## src/rtl/clk_meter_pkg.sv

```systemverilog
`default_nettype none
// ============================================================================
// Module   : clk_meter_pkg
// Purpose  : Shared state encoding and constants for the clock period meter.
// Revision : 1.0 - initial release
// ============================================================================
package clk_meter_pkg;

    // Narrower counters cannot represent a useful saturation window.
    localparam int CNT_W_MIN = 4;

    typedef enum logic [0:0] {
        ST_IDLE    = 1'b0,
        ST_MEASURE = 1'b1
    } meter_state_t;

endpackage
`default_nettype wire

```

## src/rtl/sync_rise_detect.sv

```systemverilog
`default_nettype none
// ============================================================================
// Module   : sync_rise_detect
// Purpose  : Two-flop synchronizer with a delayed copy for rising-edge detect.
// Revision : 1.0 - initial release
// ============================================================================
module sync_rise_detect (
    input  logic clk,
    input  logic rst,
    input  logic sig_in,
    output logic level,
    output logic rise
);

    logic r_s1;
    logic r_s2;
    logic r_s2_d;

    always_ff @(posedge clk or negedge rst) begin
        if (!rst) begin
            r_s1   <= 1'b0;
            r_s2   <= 1'b0;
            r_s2_d <= 1'b0;
        end else begin
            r_s1   <= sig_in;
            r_s2   <= r_s1;
            r_s2_d <= r_s2;
        end
    end

    assign level = r_s2;
    assign rise  = r_s2 & ~r_s2_d;

endmodule
`default_nettype wire

```

## src/rtl/clk_period_meter.sv

```systemverilog
`default_nettype none
// ============================================================================
// Module   : clk_period_meter
// Purpose  : Measures period and high time of a slow signal in clk cycles.
// Revision : 1.0 - initial release
// ============================================================================
module clk_period_meter
    import clk_meter_pkg::*;
#(
    parameter int CNT_W = 16
) (
    input  logic             clk,
    input  logic             rst,
    input  logic             sig_in,
    output logic [CNT_W-1:0] period_out,
    output logic [CNT_W-1:0] high_out,
    output logic             valid,
    output logic             timeout,
    output logic             locked
);

    localparam logic [CNT_W-1:0] C_CNT_MAX = '1;
    localparam logic [CNT_W-1:0] C_CNT_ONE = CNT_W'(1);

    logic             w_level;
    logic             w_rise;

    meter_state_t     r_state;
    logic [CNT_W-1:0] r_cnt;
    logic [CNT_W-1:0] r_hcnt;
    logic [CNT_W-1:0] r_period;
    logic [CNT_W-1:0] r_high;
    logic             r_valid;
    logic             r_timeout;
    logic             r_locked;

    sync_rise_detect u_sync (
        .clk    (clk),
        .rst    (rst),
        .sig_in (sig_in),
        .level  (w_level),
        .rise   (w_rise)
    );

    // The rise cycle itself counts as cycle 1 of the new period, so both
    // counters reload to one rather than zero.
    always_ff @(posedge clk or negedge rst) begin
        if (!rst) begin
            r_state   <= ST_IDLE;
            r_cnt     <= '0;
            r_hcnt    <= '0;
            r_period  <= '0;
            r_high    <= '0;
            r_valid   <= 1'b0;
            r_timeout <= 1'b0;
            r_locked  <= 1'b0;
        end else begin
            r_valid   <= 1'b0;
            r_timeout <= 1'b0;
            case (r_state)
                ST_IDLE: begin
                    if (w_rise) begin
                        r_cnt    <= C_CNT_ONE;
                        r_hcnt   <= C_CNT_ONE;
                        r_state  <= ST_MEASURE;
                        r_locked <= 1'b1;
                    end
                end
                ST_MEASURE: begin
                    if (w_rise) begin
                        r_period <= r_cnt;
                        r_high   <= r_hcnt;
                        r_valid  <= 1'b1;
                        r_cnt    <= C_CNT_ONE;
                        r_hcnt   <= C_CNT_ONE;
                    end else if (r_cnt == C_CNT_MAX) begin
                        // Saturated with no edge: give up and wait to re-arm.
                        r_timeout <= 1'b1;
                        r_state   <= ST_IDLE;
                        r_locked  <= 1'b0;
                    end else begin
                        r_cnt <= r_cnt + C_CNT_ONE;
                        if (w_level) begin
                            r_hcnt <= r_hcnt + C_CNT_ONE;
                        end
                    end
                end
                default: begin
                    r_state  <= ST_IDLE;
                    r_locked <= 1'b0;
                end
            endcase
        end
    end

    assign period_out = r_period;
    assign high_out   = r_high;
    assign valid      = r_valid;
    assign timeout    = r_timeout;
    assign locked     = r_locked;

endmodule
`default_nettype wire

```

## config.mk

```make
export PLATFORM = sky130hd
export DESIGN_NAME = clk_period_meter
export DESIGN_NICKNAME = d
export VERILOG_FILES = /design/src/rtl/clk_meter_pkg.sv /design/src/rtl/sync_rise_detect.sv /design/src/rtl/clk_period_meter.sv
export SDC_FILE = /design/constraint.sdc
export NUM_CORES = 1
export LEC_CHECK = 0
export BUFFER_PORTS_ARGS = -buffer_cell sky130_fd_sc_hd__buf_2
export CAP_MARGIN = 10
export CELL_PAD_IN_SITES_DETAIL_PLACEMENT = 1
export CELL_PAD_IN_SITES_GLOBAL_PLACEMENT = 1
export CORE_UTILIZATION = 35
export CTS_CLUSTER_SIZE = 14
export DETAILED_ROUTE_END_ITERATION = 10
export PLACE_DENSITY = 0.7
export SYNTH_ARGS = -nofsm -noshare
export SYNTH_HDL_FRONTEND = slang
export SYNTH_SLANG_ARGS = --single-unit
```

## constraint.sdc

```tcl
create_clock -name clk -period 1.7 [get_ports clk]
set_input_delay 0.085 -clock clk [delete_from_list [all_inputs] [get_ports clk]]
set_output_delay 0.085 -clock clk [all_outputs]
set_load 0.05 [all_outputs]
```

Word-level counts from Yosys, hierarchy flattened:

Cells that the tools add are included.

* $add $sub $neg: 2
* eq/ne operators: 6
* mux-type cells: 20
* bitwise logic cells: 3
* reduce and logical (&&, ||, !) cells: 4

Operators by type and width (number)
* $mux W16: 6
* $pmux W16 S2: 2
* $add A16 B1 Y16 const B: 2
* $eq A16 B16 Y1 const B: 1
* $mux W1: 10
* $reduce_and A3 Y1: 2
* $ne A2 B1 Y1 const B: 2
* $pmux W1 S2: 2
* $reduce_and A2 Y1: 2
* $ne A3 B1 Y1 const B: 1
* $ne A3 B2 Y1 const B: 1
* $ne A2 B2 Y1 const B: 1
* $not A1 Y1: 2
* $and A1 B1 Y1: 1

* register bits: 71
* input port bits: 3

Depth between registers and ports, before layout:

* depth after elaboration: 5
* gate-level depth with buffers: 7
* gate-level depth less buffers: 5

Hierarchy:

A second synthesis with hierarchy kept.

* cell total of the unflattened synthesis: 282
* area total of the unflattened synthesis: 3179.3 um^2

Modules (own cells, without submodules)
* clk_period_meter: instances 1, cells each 278, area each 3090.5 um^2, sequential area each 1701.6 um^2
* sync_rise_detect: instances 1, cells each 4, area each 88.8 um^2, sequential area each 75.1 um^2

Worst setup path after synthesis:

OpenSTA, ideal clock, no wires.

* path kind: register to register
* from: register u_sync.r_s2, in the netlist u_sync.level
* to: register r_high[0], in the netlist high_out[0]
* arrival: 1.662 ns
* data required time: 1.575 ns
* slack: -0.086 ns
* cell stages (with the launch flop): 7
* path buffers: 3
* clock period less this slack: 1.786 ns
* cell sequence: dfrtp_1 -> buf_2 -> and2b_2 -> clkbuf_8 -> nand2_1 -> buf_2 -> mux2_2

* word-level cells in the longest chain between the ends: 2

Ends and longest elaborated chain
* start: declaration: line sync_rise_detect.sv:16 `logic r_s2;`
* start signal: assignment: line sync_rise_detect.sv:26 `r_s2 <= r_s1;`
* $and A1 B1 Y1: line sync_rise_detect.sv:32 `assign rise = r_s2 & ~r_s2_d;`
* $reduce_and A2 Y1 (no line)
* end signal: assignment: line clk_period_meter.sv:72 `r_high <= r_hcnt;`
* end: declaration: line clk_period_meter.sv:32 `logic [CNT_W-1:0] r_high;`

Every way passes these cells.
A chain may end at the register's enable or synchronous reset.

Final worst setup path:

* from: register r_cnt[10]
* to: register r_hcnt[10]

* word-level cells in the longest chain between the ends: 3

Ends and longest elaborated chain
* start: declaration: line clk_period_meter.sv:29 `logic [CNT_W-1:0] r_cnt;`
* start signal: assignment: line clk_period_meter.sv:82 `r_cnt <= r_cnt + C_CNT_ONE;`
* $eq A16 B16 Y1: line clk_period_meter.sv:76 `end else if (r_cnt == C_CNT_MAX) begin`
* $ne A3 B2 Y1 (no line)
* $reduce_and A3 Y1 (no line)
* end signal: assignment: line clk_period_meter.sv:84 `r_hcnt <= r_hcnt + C_CNT_ONE;`
* end: declaration: line clk_period_meter.sv:30 `logic [CNT_W-1:0] r_hcnt;`

Every way passes these cells.

==> run metrics <==
result of the run=finished, violations left; failing checks=negative setup slack; smallest setup slack after layout=-0.09414 ns; number of synthesized flops with an enable pin=0; global-route congestion overflow total=0; Final Wtd Congestion=0.8148; Root Buffer Master=clkbuf_8; Worst Setup Path Type=reg2reg; first-pass GRT wire length=15,250 µm; Clock Sinks=71; number of flip-flops and latches in the synthesized netlist=71; worst-path cell chain=nand4_4 -> or4_4 -> and4_1 -> a221o_1; maximum number of pins on one net before global-route repair=72; initial core utilization=0.3661; data arrival time of the worst path=about 2.0 ns; Final Skew=0.008560 ns; sequential share of the synthesized area=0.5203; number of buffers between clock root and the deepest sink=2; Synth async-reset ratio=1.000; transition time of the tightest slew-check pin=0.4500 ns; number of cells traversed by the worst register-to-register path=4; relative slew slack=0.6972; register cell area after layout=0.001778 mm²; Critical Path Source Type=flop; RSZ-0062 raised after global routing=yes; part of the cycle the worst path needs=1.055; Die Width=100.8 µm; Synth cell types=50; Total Nets Final=about 420; number of buffers added by the clock tree synthesis step=9; fraction of final layout cells sized beyond drive strength 1=0.4686; post-route non-filler standard cell count=543; kind of end point of the critical path=flop; number of synthesis warnings=0; setup violators final=12; reported leakage power=2.244 nW; Wirelength per Cell=17.54 µm; clock latency reported for the late side of the worst-skew pair=between 0.3 and 0.4 ns; DR DRC count=0; Die Ht=100.8 µm; CTS clock-pin slew for the worst setup and hold paths=0.08 ns; startpoint of the most critical register-to-register path=r_cnt[10]; DRC violation total after the first TritonRoute iteration=91; hold crit path type=in2async; R2R setup slack=-0.09 ns; per-instance average area after synthesis=10.91 µm²; Worst IR Drop VDD=375.2 µV; final standard cell area without fillers=0.004671 mm²; overall track demand over capacity in global routing=0.1952; area occupied by multi-input gates=0.001724 mm²; number of levels in the clock H-tree=3; overall routed net length=between 9000 and 10,000 µm; most frequently used flop master after synthesis=dfrtp_1; power per standard cell area=953.6 mW/mm²; Ant. Diodes=0; cell at the slowest stage of the critical path=or4_4; drt pass-1 iters=4; number of I/O port buffers=37; most common library cell in the layout ignoring fill and taps=dfrtp_1; pins over their slew limit=0; post-route ant nets=0; row count=35; Post-Syn Instances=313; area added between synthesis and finish=36.79%; initial antenna violation count=0; via count of the first global-routing pass=a little over 3,000; number of endpoints with negative hold slack in the final report=0; max-cap viol count=0; instance area after placement=0.004113 mm²; CP Data Required Time=1.94 ns; number of filler instances in the final layout=1,034; CP max FO=5; kind of cell adding the most delay to the critical path=simple AND/OR/NAND/NOR gates; HPWL after DPL=6213 µm; DIE AREA=0.01015 mm²; post-layout power=4.454 mW; CP max stage delay=roughly 0.64 ns; io pins=38; Vias=2,943; Core Region=0.009328 mm²; FF-to-FF End=r_hcnt[10]; setup TNS after final layout=-0.5660 ns; Tmin final=1.794 ns; placed instance count=between 500 and 600; CP Buf/Inv Count=0; number of nets produced by synthesis=318; post-synth design cell area=0.003415 mm²; leading cell types in the layout, fill and taps excluded=dfrtp_1, buf_4, buf_2, nand2_1, mux2_2; CTS tree=yes; Finished Core Util=0.5007; Fmax achieved=557.4 MHz; mean number of vias per cell=5.420
-- area by class of cell --
class | count | area share
clock buffers | 11 | 0.03241
clock inverters | 4 | 0.009644
inverters | 7 | 0.005626
multi-input cells | 216 | 0.3691
flip-flops and latches | 71 | 0.3807
well taps | 129 | 0.03456
repair buffers | 105 | 0.1680
-- power breakdown --
group	switching [mW]	internal [mW]	total, mW	leakage (nW)
clock network	0.635	0.742	1.38	0.105
registers	0.104	1.85	1.95	0.955
logic	0.695	0.431	1.13	1.18
-- through the flow --
step                setup WS, ns  hold WS, ns
global route             -0.1519       0.3405
detailed placement       -0.3318       0.1456
global placement         -0.2333       0.1460
finish                  -0.09414       0.2907
floorplan               -0.01751      -0.2106
CTS                     -0.07558       0.3040
-- registers in the layout, summed over array words and instances, names as in the netlist --
| signal | count |
|---|---|
| locked | 1 |
| period_out | 16 |
| u_sync.r_s1 | 1 |
| timeout | 1 |
| r_state | 1 |
| u_sync.r_s2_d | 1 |
| r_hcnt | 16 |
| valid | 1 |
| high_out | 16 |
| r_cnt | 16 |
| u_sync.level | 1 |
-- tightest hold or removal path, cell delays in order --
cell and delay [ns]:
dlygate4sd3_1 0.52, buf_2 0.12, buf_12 0.33
-- cell families after synthesis --
kind of cell	Yosys count	synth area share
simple gates	126	0.2089
fa+ha+maj	2	0.007328
buf+inv	26	0.04104
xor+xnor	4	0.01026
compound gates	55	0.1169
mux	29	0.09527
flops	71	0.5203
-- worst max-delay path by stage --
stage,end,slack [ns],from,cells past startpoint
final,r_hcnt[10],-0.09,r_cnt[10],4
after global routing,r_hcnt[10],-0.15,r_cnt[0],6
after CTS,r_hcnt[2],-0.08,r_cnt[10],5
after detailed placement,r_hcnt[13],-0.33,r_cnt[14],6
after global placement,r_hcnt[13],-0.23,r_cnt[3],6
after floorplan,r_hcnt[10],-0.02,r_cnt[2],4
-- Yosys cell counts (4+ instances only) --
cell / number / area share
o31ai_1: 5 / 0.011
o311ai_0: 5 / 0.013
nand4_1: 5 / 0.0092
o21ai_0: 9 / 0.013
and4_1: 5 / 0.013
a21oi_1: 11 / 0.016
nand3_1: 22 / 0.032
a31oi_1: 4 / 0.0073
nand2b_1: 8 / 0.015
nor2_1: 13 / 0.014
clkbuf_1: 8 / 0.0088
or4_1: 8 / 0.018
dfrtp_1: 71 / 0.52
or3_1: 4 / 0.0073
nand2_1: 35 / 0.038
a31o_2: 5 / 0.013
inv_1: 7 / 0.0077
mux2_2: 28 / 0.092
nor4_1: 6 / 0.011
buf_2: 7 / 0.010
-- repair_timing --
item,4_1_cts,5_1_grt
buffers inserted,3,7
hold buffers,2,0
gates resized for setup,20,37
hold endpoints to repair,72,0
endpoints found under the setup margin,22,27
pin swaps,4,15
gates cloned,0,1
-- metal layers --
| metal | wire length (µm) | vias up | track usage |
|---|---|---|---|
| met5 | 0 | - | 0 |
| met4 | 178 | 0 | 0.07246 |
| met3 | 229 | 13 | 0.04369 |
| met2 | 5163 | 52 | 0.3498 |
| met1 | 3950 | 1528 | 0.2277 |
| li1 | - | 1350 | - |
Note: power is estimated with default switching activity, not from simulation.
